**src/rtl/rectangle128_keysched.sv**
```systemverilog
// rtl/rectangle128_keysched.sv - RECTANGLE-128 round-key expansion engine
//
// Purpose:
//   Expands a 128-bit master key into 26 64-bit subkeys, one per clock,
//   and writes them to an external subkey memory.
//
// Ports:
//   Clk    in   1    system clock, rising edge
//   flush  in   1    asynchronous active-low reset
//   start  in   1    expansion request, honoured only in IDLE
//   Key    in   128  master key (Row0=Key[31:0] .. Row3=Key[127:96])
//   busy   out  1    high while generating and during the done cycle
//   done   out  1    one-cycle pulse after the last subkey write
//   WE     out  1    subkey write strobe
//   WAddr  out  5    subkey address
//   KeyIn  out  64   subkey data, valid while WE=1
//
// Configuration:
//   RECTANGLE128_KS_REVADDR_EN - when defined, subkey i is written to
//   address 25-i (decryption order); the data sequence is unchanged.

module rectangle128_keysched (
  input  logic         Clk,
  input  logic         flush,
  input  logic         start,
  input  logic [127:0] Key,
  output logic         busy,
  output logic         done,
  output logic         WE,
  output logic [4:0]   WAddr,
  output logic [63:0]  KeyIn
);

  localparam logic [4:0] LAST_IDX = 5'd25;
  localparam logic [4:0] RC_INIT  = 5'h01;

  typedef enum logic [1:0] {
    ST_IDLE = 2'd0,
    ST_GEN  = 2'd1,
    ST_DONE = 2'd2
  } state_t;

  function automatic logic [3:0] sbox(input logic [3:0] x);
    logic [3:0] y;
    case (x)
      4'h0: y = 4'h6;
      4'h1: y = 4'h5;
      4'h2: y = 4'hC;
      4'h3: y = 4'hA;
      4'h4: y = 4'h1;
      4'h5: y = 4'hE;
      4'h6: y = 4'h7;
      4'h7: y = 4'h9;
      4'h8: y = 4'hB;
      4'h9: y = 4'h0;
      4'hA: y = 4'h3;
      4'hB: y = 4'hD;
      4'hC: y = 4'h8;
      4'hD: y = 4'hF;
      4'hE: y = 4'h4;
      default: y = 4'h2;
    endcase
    return y;
  endfunction

  // One key-register update: column S-box on the low 8 columns, a
  // generalised Feistel row mix, then round constant into Row0[4:0].
  function automatic logic [127:0] key_update(input logic [127:0] k,
                                              input logic [4:0]   rc);
    logic [31:0] r0, r1, r2, r3;
    logic [31:0] n0, n1, n2, n3;
    logic [3:0]  col;
    r0 = k[31:0];
    r1 = k[63:32];
    r2 = k[95:64];
    r3 = k[127:96];
    for (int j = 0; j < 8; j++) begin
      col   = sbox({r3[j], r2[j], r1[j], r0[j]});
      r0[j] = col[0];
      r1[j] = col[1];
      r2[j] = col[2];
      r3[j] = col[3];
    end
    n0 = {r0[23:0], r0[31:24]} ^ r1;
    n1 = r2;
    n2 = {r2[15:0], r2[31:16]} ^ r3;
    n3 = r0;
    n0[4:0] = n0[4:0] ^ rc;
    return {n3, n2, n1, n0};
  endfunction

  // Subkey is the low half-word of each row, Row3 in the top lane.
  function automatic logic [63:0] subkey_of(input logic [127:0] k);
    return {k[111:96], k[79:64], k[47:32], k[15:0]};
  endfunction

  function automatic logic [4:0] addr_map(input logic [4:0] idx);
`ifdef RECTANGLE128_KS_REVADDR_EN
    return LAST_IDX - idx;
`else
    return idx;
`endif
  endfunction

  state_t         state_q, state_d;
  logic [127:0]   key_q, key_d;
  logic [4:0]     cnt_q, cnt_d;
  logic [4:0]     rc_q, rc_d;
  logic           busy_q, busy_d;
  logic           done_q, done_d;
  logic           we_q, we_d;
  logic [4:0]     waddr_q, waddr_d;
  logic [63:0]    keyin_q, keyin_d;
  logic [127:0]   key_next;

  assign key_next = key_update(key_q, rc_q);

  // Outputs are registered alongside the state, so the write presented in
  // a cycle always reflects the key register held in that same cycle.
  always_comb begin
    state_d = state_q;
    key_d   = key_q;
    cnt_d   = cnt_q;
    rc_d    = rc_q;
    busy_d  = 1'b0;
    done_d  = 1'b0;
    we_d    = 1'b0;
    waddr_d = 5'd0;
    keyin_d = 64'd0;

    case (state_q)
      ST_IDLE: begin
        if (start) begin
          state_d = ST_GEN;
          key_d   = Key;
          cnt_d   = 5'd0;
          rc_d    = RC_INIT;
          busy_d  = 1'b1;
          we_d    = 1'b1;
          waddr_d = addr_map(5'd0);
          keyin_d = subkey_of(Key);
        end
      end
      ST_GEN: begin
        busy_d = 1'b1;
        if (cnt_q == LAST_IDX) begin
          state_d = ST_DONE;
          cnt_d   = 5'd0;
          done_d  = 1'b1;
        end else begin
          key_d   = key_next;
          rc_d    = {rc_q[3:0], rc_q[4] ^ rc_q[2]};
          cnt_d   = cnt_q + 5'd1;
          we_d    = 1'b1;
          waddr_d = addr_map(cnt_q + 5'd1);
          keyin_d = subkey_of(key_next);
        end
      end
      ST_DONE: begin
        state_d = ST_IDLE;
      end
      default: begin
        state_d = ST_IDLE;
      end
    endcase
  end

  always_ff @(posedge Clk or negedge flush) begin
    if (!flush) begin
      state_q <= ST_IDLE;
      key_q   <= 128'd0;
      cnt_q   <= 5'd0;
      rc_q    <= RC_INIT;
      busy_q  <= 1'b0;
      done_q  <= 1'b0;
      we_q    <= 1'b0;
      waddr_q <= 5'd0;
      keyin_q <= 64'd0;
    end else begin
      state_q <= state_d;
      key_q   <= key_d;
      cnt_q   <= cnt_d;
      rc_q    <= rc_d;
      busy_q  <= busy_d;
      done_q  <= done_d;
      we_q    <= we_d;
      waddr_q <= waddr_d;
      keyin_q <= keyin_d;
    end
  end

  assign busy  = busy_q;
  assign done  = done_q;
  assign WE    = we_q;
  assign WAddr = waddr_q;
  assign KeyIn = keyin_q;

endmodule

```
**config.mk**
```make
export PLATFORM = sky130hd
export DESIGN_NAME = rectangle128_keysched
export DESIGN_NICKNAME = d
export VERILOG_FILES = /design/src/rtl/rectangle128_keysched.sv
export SDC_FILE = /design/constraint.sdc
export NUM_CORES = 1
export LEC_CHECK = 0
export ABC_AREA = 1
export BUFFER_PORTS_ARGS = -buffer_cell sky130_fd_sc_hd__buf_2
export CAP_MARGIN = 15
export CORE_MARGIN = 4
export CORE_UTILIZATION = 50
export CTS_CLUSTER_SIZE = 25
export DETAILED_ROUTE_END_ITERATION = 8
export MAX_ROUTING_LAYER = met4
export PLACE_DENSITY = 0.83
export SETUP_SLACK_MARGIN = 0.3
export SYNTH_ARGS = -nofsm -noshare
export SYNTH_HDL_FRONTEND = slang
export SYNTH_SLANG_ARGS = --single-unit
```
**constraint.sdc**
```tcl
create_clock -name Clk -period 1.6 [get_ports Clk]
set_input_delay 0.4 -clock Clk [delete_from_list [all_inputs] [get_ports Clk]]
set_output_delay 0.4 -clock Clk [all_outputs]
set_load 0.02 [all_outputs]
```
# After elaboration in Yosys (flattened, before gate mapping)
# Memory sizes are Yosys's and may differ from the RTL's.
# Index checks and enable logic that the tools add are counted.
totals:
  wordCells: 54
  regBits: 212
  n_memories: 8
  output_inout_bits: 72
  romBits: 512
  in_bits: 131
op_classes:
  n_addsub: 1
  bitwise_logic: 4
  n_reduce_logical: 5
  eq_ne: 5
  mux: 22
mem_list:
  columns: ["memory", "words", "word_bits", "rd", "rd_clocked_by_memory_dff", "wr", "line", "text"]
  rows:
  - ["(name not given)", 16, 4, 1, 0, 0, "45", "case (x)"]
  - ["(name not given)", 16, 4, 1, 0, 0, "45", null]
  - ["(name not given)", 16, 4, 1, 0, 0, "45", null]
  - ["(name not given)", 16, 4, 1, 0, 0, "45", null]
  - ["(name not given)", 16, 4, 1, 0, 0, "45", null]
  - ["(name not given)", 16, 4, 1, 0, 0, "45", null]
  - ["2 more memories", null, null, null, null, null, null, null]
op_table:
  columns: ["cell", "n"]
  rows:
  - ["$mux W128", 2]
  - ["$pmux W128 S2", 1]
  - ["$mux W64", 2]
  - ["$pmux W64 S2", 1]
  - ["$xor A32 B32 Y32", 2]
  - ["$mux W5", 5]
  - ["$pmux W5 S2", 2]
  - ["$ne A2 B2 Y1 const B", 3]
  - ["$add A5 B1 Y5 const B", 1]
  - ["$eq A5 B5 Y1 const B", 1]
  - ["$xor A5 B5 Y5", 1]
  - ["$mux W1", 4]
  - ["$mux W2", 2]
  - ["$pmux W1 S2", 2]
  - ["$pmux W2 S2", 1]
  - ["$reduce_and A2 Y1", 2]
  - ["$reduce_and A3 Y1", 1]
  - ["$eq A2 B1 Y1 const B", 1]
  - ["$logic_not A2 Y1", 1]
  - ["$reduce_bool A2 Y1", 1]
  - ["$xor A1 B1 Y1", 1]

# Depth between registers and ports, before layout
# An unclocked memory read counts as a cell.
logic_depth:
  word_depth: 5
  ltp_mapped: 11
  mapped_depth_nobuf: 11

# Worst setup path before layout
# OpenSTA, ideal clock, no wires.
synth_path:
  path_type: "register -> register"
  from: "register cnt_q[1]"
  to: "register key_q[96]"
  arrival_ps: 1383
  period_less_slack_ps: 1521
  required_time_ps: 1462
  path_buffers: 2
  setup_ps: 138
  setup_slack_ps: 79
  stages_incl_launch_ff: 10
  cell_sequence: "dfrtp_1 > inv_1 > ha_1 > nand4_2 > nand2_4 > inv_2 > buf_4 > buf_4 > nand2_1 > o221ai_1"
synth_via:
  elab_chain_len: 3
synth_lines:
  columns: ["element", "line", "text"]
  rows:
  - ["start: declaration", "107", "logic [4:0] cnt_q, cnt_d;"]
  - ["start signal: assignment", "182", "cnt_q <= cnt_d;"]
  - ["$eq A5 B5 Y1", "146", "if (cnt_q == LAST_IDX) begin"]
  - ["$ne A2 B2 Y1 (no line)", null, null]
  - ["$reduce_and A3 Y1 (no line)", null, null]
  - ["end signal: assignment", "181", "key_q <= key_d;"]
  - ["end: declaration", "106", "logic [127:0] key_q, key_d;"]
# No other way between the ends.
# A chain may end at the register's enable or synchronous reset.

# Worst setup path in the final report
layout_path:
  from: "register cnt_q[1]"
  to: "register key_q[124]"
# Same word-level chain as after synthesis.

==> implementation parameters <==
Parameter                              Value

Clocking
  Maximum clock insertion buffer count ... 3
  Clock-pin transition on the worst setup and hold timing paths ... 70 ps
  CTS Root Buffer Type ... sky130_fd_sc_hd__clkbuf_16
  TritonCTS buffer count ... 22
  Clock Latency Late Sink ... 510 ps
  Clk sinks ... 212
  Clock tree from TritonCTS ... built
  H-tree levels ... 1

Timing
  Worst-Margin Slew ... 465 ps
  Number of hold violations in the final report ... 0
  Final worst-path cycle share ... 1.05
  Worst path setup slack after routing ... -81.5 ps
  Relative slew slack ... 0.688
  Aggregate negative setup slack ... -1720 ps
  Achievable frequency ... 595 MHz
  Setup-failing EPs final ... 81
  Worst clock skew ... 10.3 ps
  Time the final worst path needs with I/O delays and setup ... 1680 ps
  Post-Route Hold Slack ... 123 ps
  RSZ-0062 raised after global routing ... true
  Number of pins with negative max-slew slack in the final report ... 0

Worst setup path
  Startpoint type of the worst setup path ... register
  Crit Path Max Fanout ... 10
  Register-to-register setup slack ... -80 ps
  Critical path arrival ... 2060 ps
  R2R Path Start ... cnt_q[1]
  Worst setup path category ... register to register
  Type of element capturing the critical path ... register
  Data required time at the worst endpoint ... 1980 ps
  Worst flop-to-flop path endpoint ... key_q[124]
  Number of cell instances on the worst register-to-register path ... 10

Synth
  Mean area per synthesized cell ... 8.05 um^2
  Post-synthesis instance area ... 10700 um^2
  Synth cell types ... 29
  Synthesis Warnings ... 0
  Main area contributors after synthesis ... sky130_fd_sc_hd__dfrtp_1 49%, sky130_fd_sc_hd__nand2_1 16%, sky130_fd_sc_hd__nand3_1 5.3%, sky130_fd_sc_hd__ha_1 5.1%, sky130_fd_sc_hd__inv_1 4.2%
  Flop and latch count out of synthesis ... 212
  Instance count of the mapped netlist ... 1331
  Yosys top cell by area ... sky130_fd_sc_hd__dfrtp_1
  Area share of the leading cell type in the synthesized netlist ... 0.493
  Net Count, Synth ... 1506
  Proportion of synthesized chip area in sequential cells ... 0.495

Run status
  Failing checks ... setup timing
  Status ... finished, violations left

Drt
  Number of design-rule violations left by the first detailed-router iteration ... 939
  Via count normalized by instance count ... 5.77
  DRC violation count after routing ... 0
  WL per Instance ... 20.5 um
  Post-detailed-route count of antenna-violating nets ... 0
  Detailed-route via count ... 11.0k
  First-pass iteration count of the detailed router ... 6
  Detailed Route WL ... 39000 um

Finish
  Fraction of final layout cells sized beyond drive strength 1 ... 0.379
  Post-Route Utilization ... 0.760
  Most frequent cells in the layout ... 384 x sky130_fd_sc_hd__nand2_1, 197 x sky130_fd_sc_hd__dfrtp_1, 132 x sky130_fd_sc_hd__buf_2
  Layout Nets ... 1785
  Most common cell after layout, fill and taps aside ... sky130_fd_sc_hd__nand2_1
  # fillers ... 1282
  Synth-to-layout area growth ... 49.0%

Job
  Max Cap Viol ... 0

Floorplanning
  Die height ... 154 um
  Die W ... 154 um
  Area enclosed by the die boundary ... 23800 um^2
  Core Footprint ... 21000 um^2
  Placement Rows ... 53
  Initial Util ... 0.510
  Io pins ... 203

Worst hold path
  Min-Delay Endpoint ... KeyIn[38]
  WHS Path Cells ... 3
  Worst Min Path Start ... Key[70]
  Classification of the worst-slack hold path ... primary input to register

Global routing
  Maximum number of pins on one net before global-route repair ... 113
  Global-route wire length before repair ... 53500 um
  Overall global routing resource usage ... 0.287
  Global-route congestion overflow total ... 0
  Antenna violations before repair ... 1
  Vias in the first global route ... 10.2k

Placed design
  Buffers on Ports ... 202
  Placer congestion estimate ... 0.871
  Detailed-placement wirelength estimate ... 20900 um
[critical path: stages (launching register included)]
cell                      delay (ps)
sky130_fd_sc_hd__dfrtp_1         400
sky130_fd_sc_hd__inv_2            90
sky130_fd_sc_hd__ha_4            140
sky130_fd_sc_hd__nand4_4          80
sky130_fd_sc_hd__nand2_4         130
sky130_fd_sc_hd__nand2_8          70
sky130_fd_sc_hd__buf_16          150
sky130_fd_sc_hd__buf_12          150
sky130_fd_sc_hd__buf_16          150
sky130_fd_sc_hd__nor2_1          110
sky130_fd_sc_hd__a31oi_1          60
[stage by stage]
step                cell area (um^2)  setup WS [ps]  std cells
detailed placement             12500          -4.06       1785
finish                         16000          -81.5       1903
CTS                            14400           24.5       1866
global placement               12500           21.3       1785
global route                   16000           -138       1902
floorplan                      11000            141       1331
[flip-flops by register name, indices dropped and copies added (netlist names)]
signal,cells
busy,1
state_q,2
cnt_q,5
key_q,128
WE,1
done,1
WAddr,5
KeyIn,64
rc_q,5
[final cells by class]
cell class                 count  area [um^2]  share of cell area
multi-input combinational    935         5840               0.366
sequential                   212         5320               0.333
timing repair buffer         312         3210               0.201
clock buffer                  32          639              0.0400
inverter                     126          509              0.0319
tap                          275          344              0.0215
clock inverter                 8         97.6             0.00611
timing repair inverter         1         8.76            0.000548
antenna                        2         5.00            0.000313
[Yosys cell counts, drive strengths merged]
master,count
dfrtp,211
nand3b,17
nand3,113
nand2,461
dfstp,1
buf,43
a31oi,47
nor2,83
xor2,5
ha,44
or2,9
a31o,1
inv,126
o22ai,2
o211ai,12
a21oi,41
o21ai,86
o221ai,12
nand4,1
xnor2,1
clkbuf,15
[how the worst max path moves through the flow]
stage | slack (ps) | startpoint | to
final | -80 | cnt_q[1] | key_q[124]
after global routing | -140 | cnt_q[1] | key_q[28]
after CTS | 20 | cnt_q[1] | key_q[28]
after detailed placement | -4 | cnt_q[1] | key_q[4]
after global placement | 20 | state_q[1] | key_q[43]
after floorplan | 140 | cnt_q[1] | key_q[45]
[metal layers]
metal | track usage | vias up | wire (um)
met5 | - | - | 0
met3 | 0.0389 | 151 | 3630
li1 | - | 4879 | -
met2 | 0.439 | 704 | 18400
met1 | 0.400 | 5247 | 15300
met4 | 0.0917 | 0 | 1630
[repair_timing]
item	in CTS	in global routing
setup endpoints to repair	277	282
pin swaps	8	37
endpoints found under the hold margin	39	0
setup buffers	22	25
cloned	18	10
hold buffers	1	0
gates resized for setup	147	316
[cell families after synthesis]
logic type / count (synthesis) / synth area share
buffers and inverters: 184 / 0.0753
XOR/XNOR: 6 / 0.00490
adder cells (fa/ha/maj): 44 / 0.0514
flip-flops: 212 / 0.495
AO/OA/AOI/OAI: 201 / 0.110
AND/OR/NAND/NOR: 684 / 0.263
Power is left out: the tool's default activity adds up to more than one toggle a clock period on the data nets, which glitch-free logic cannot reach.
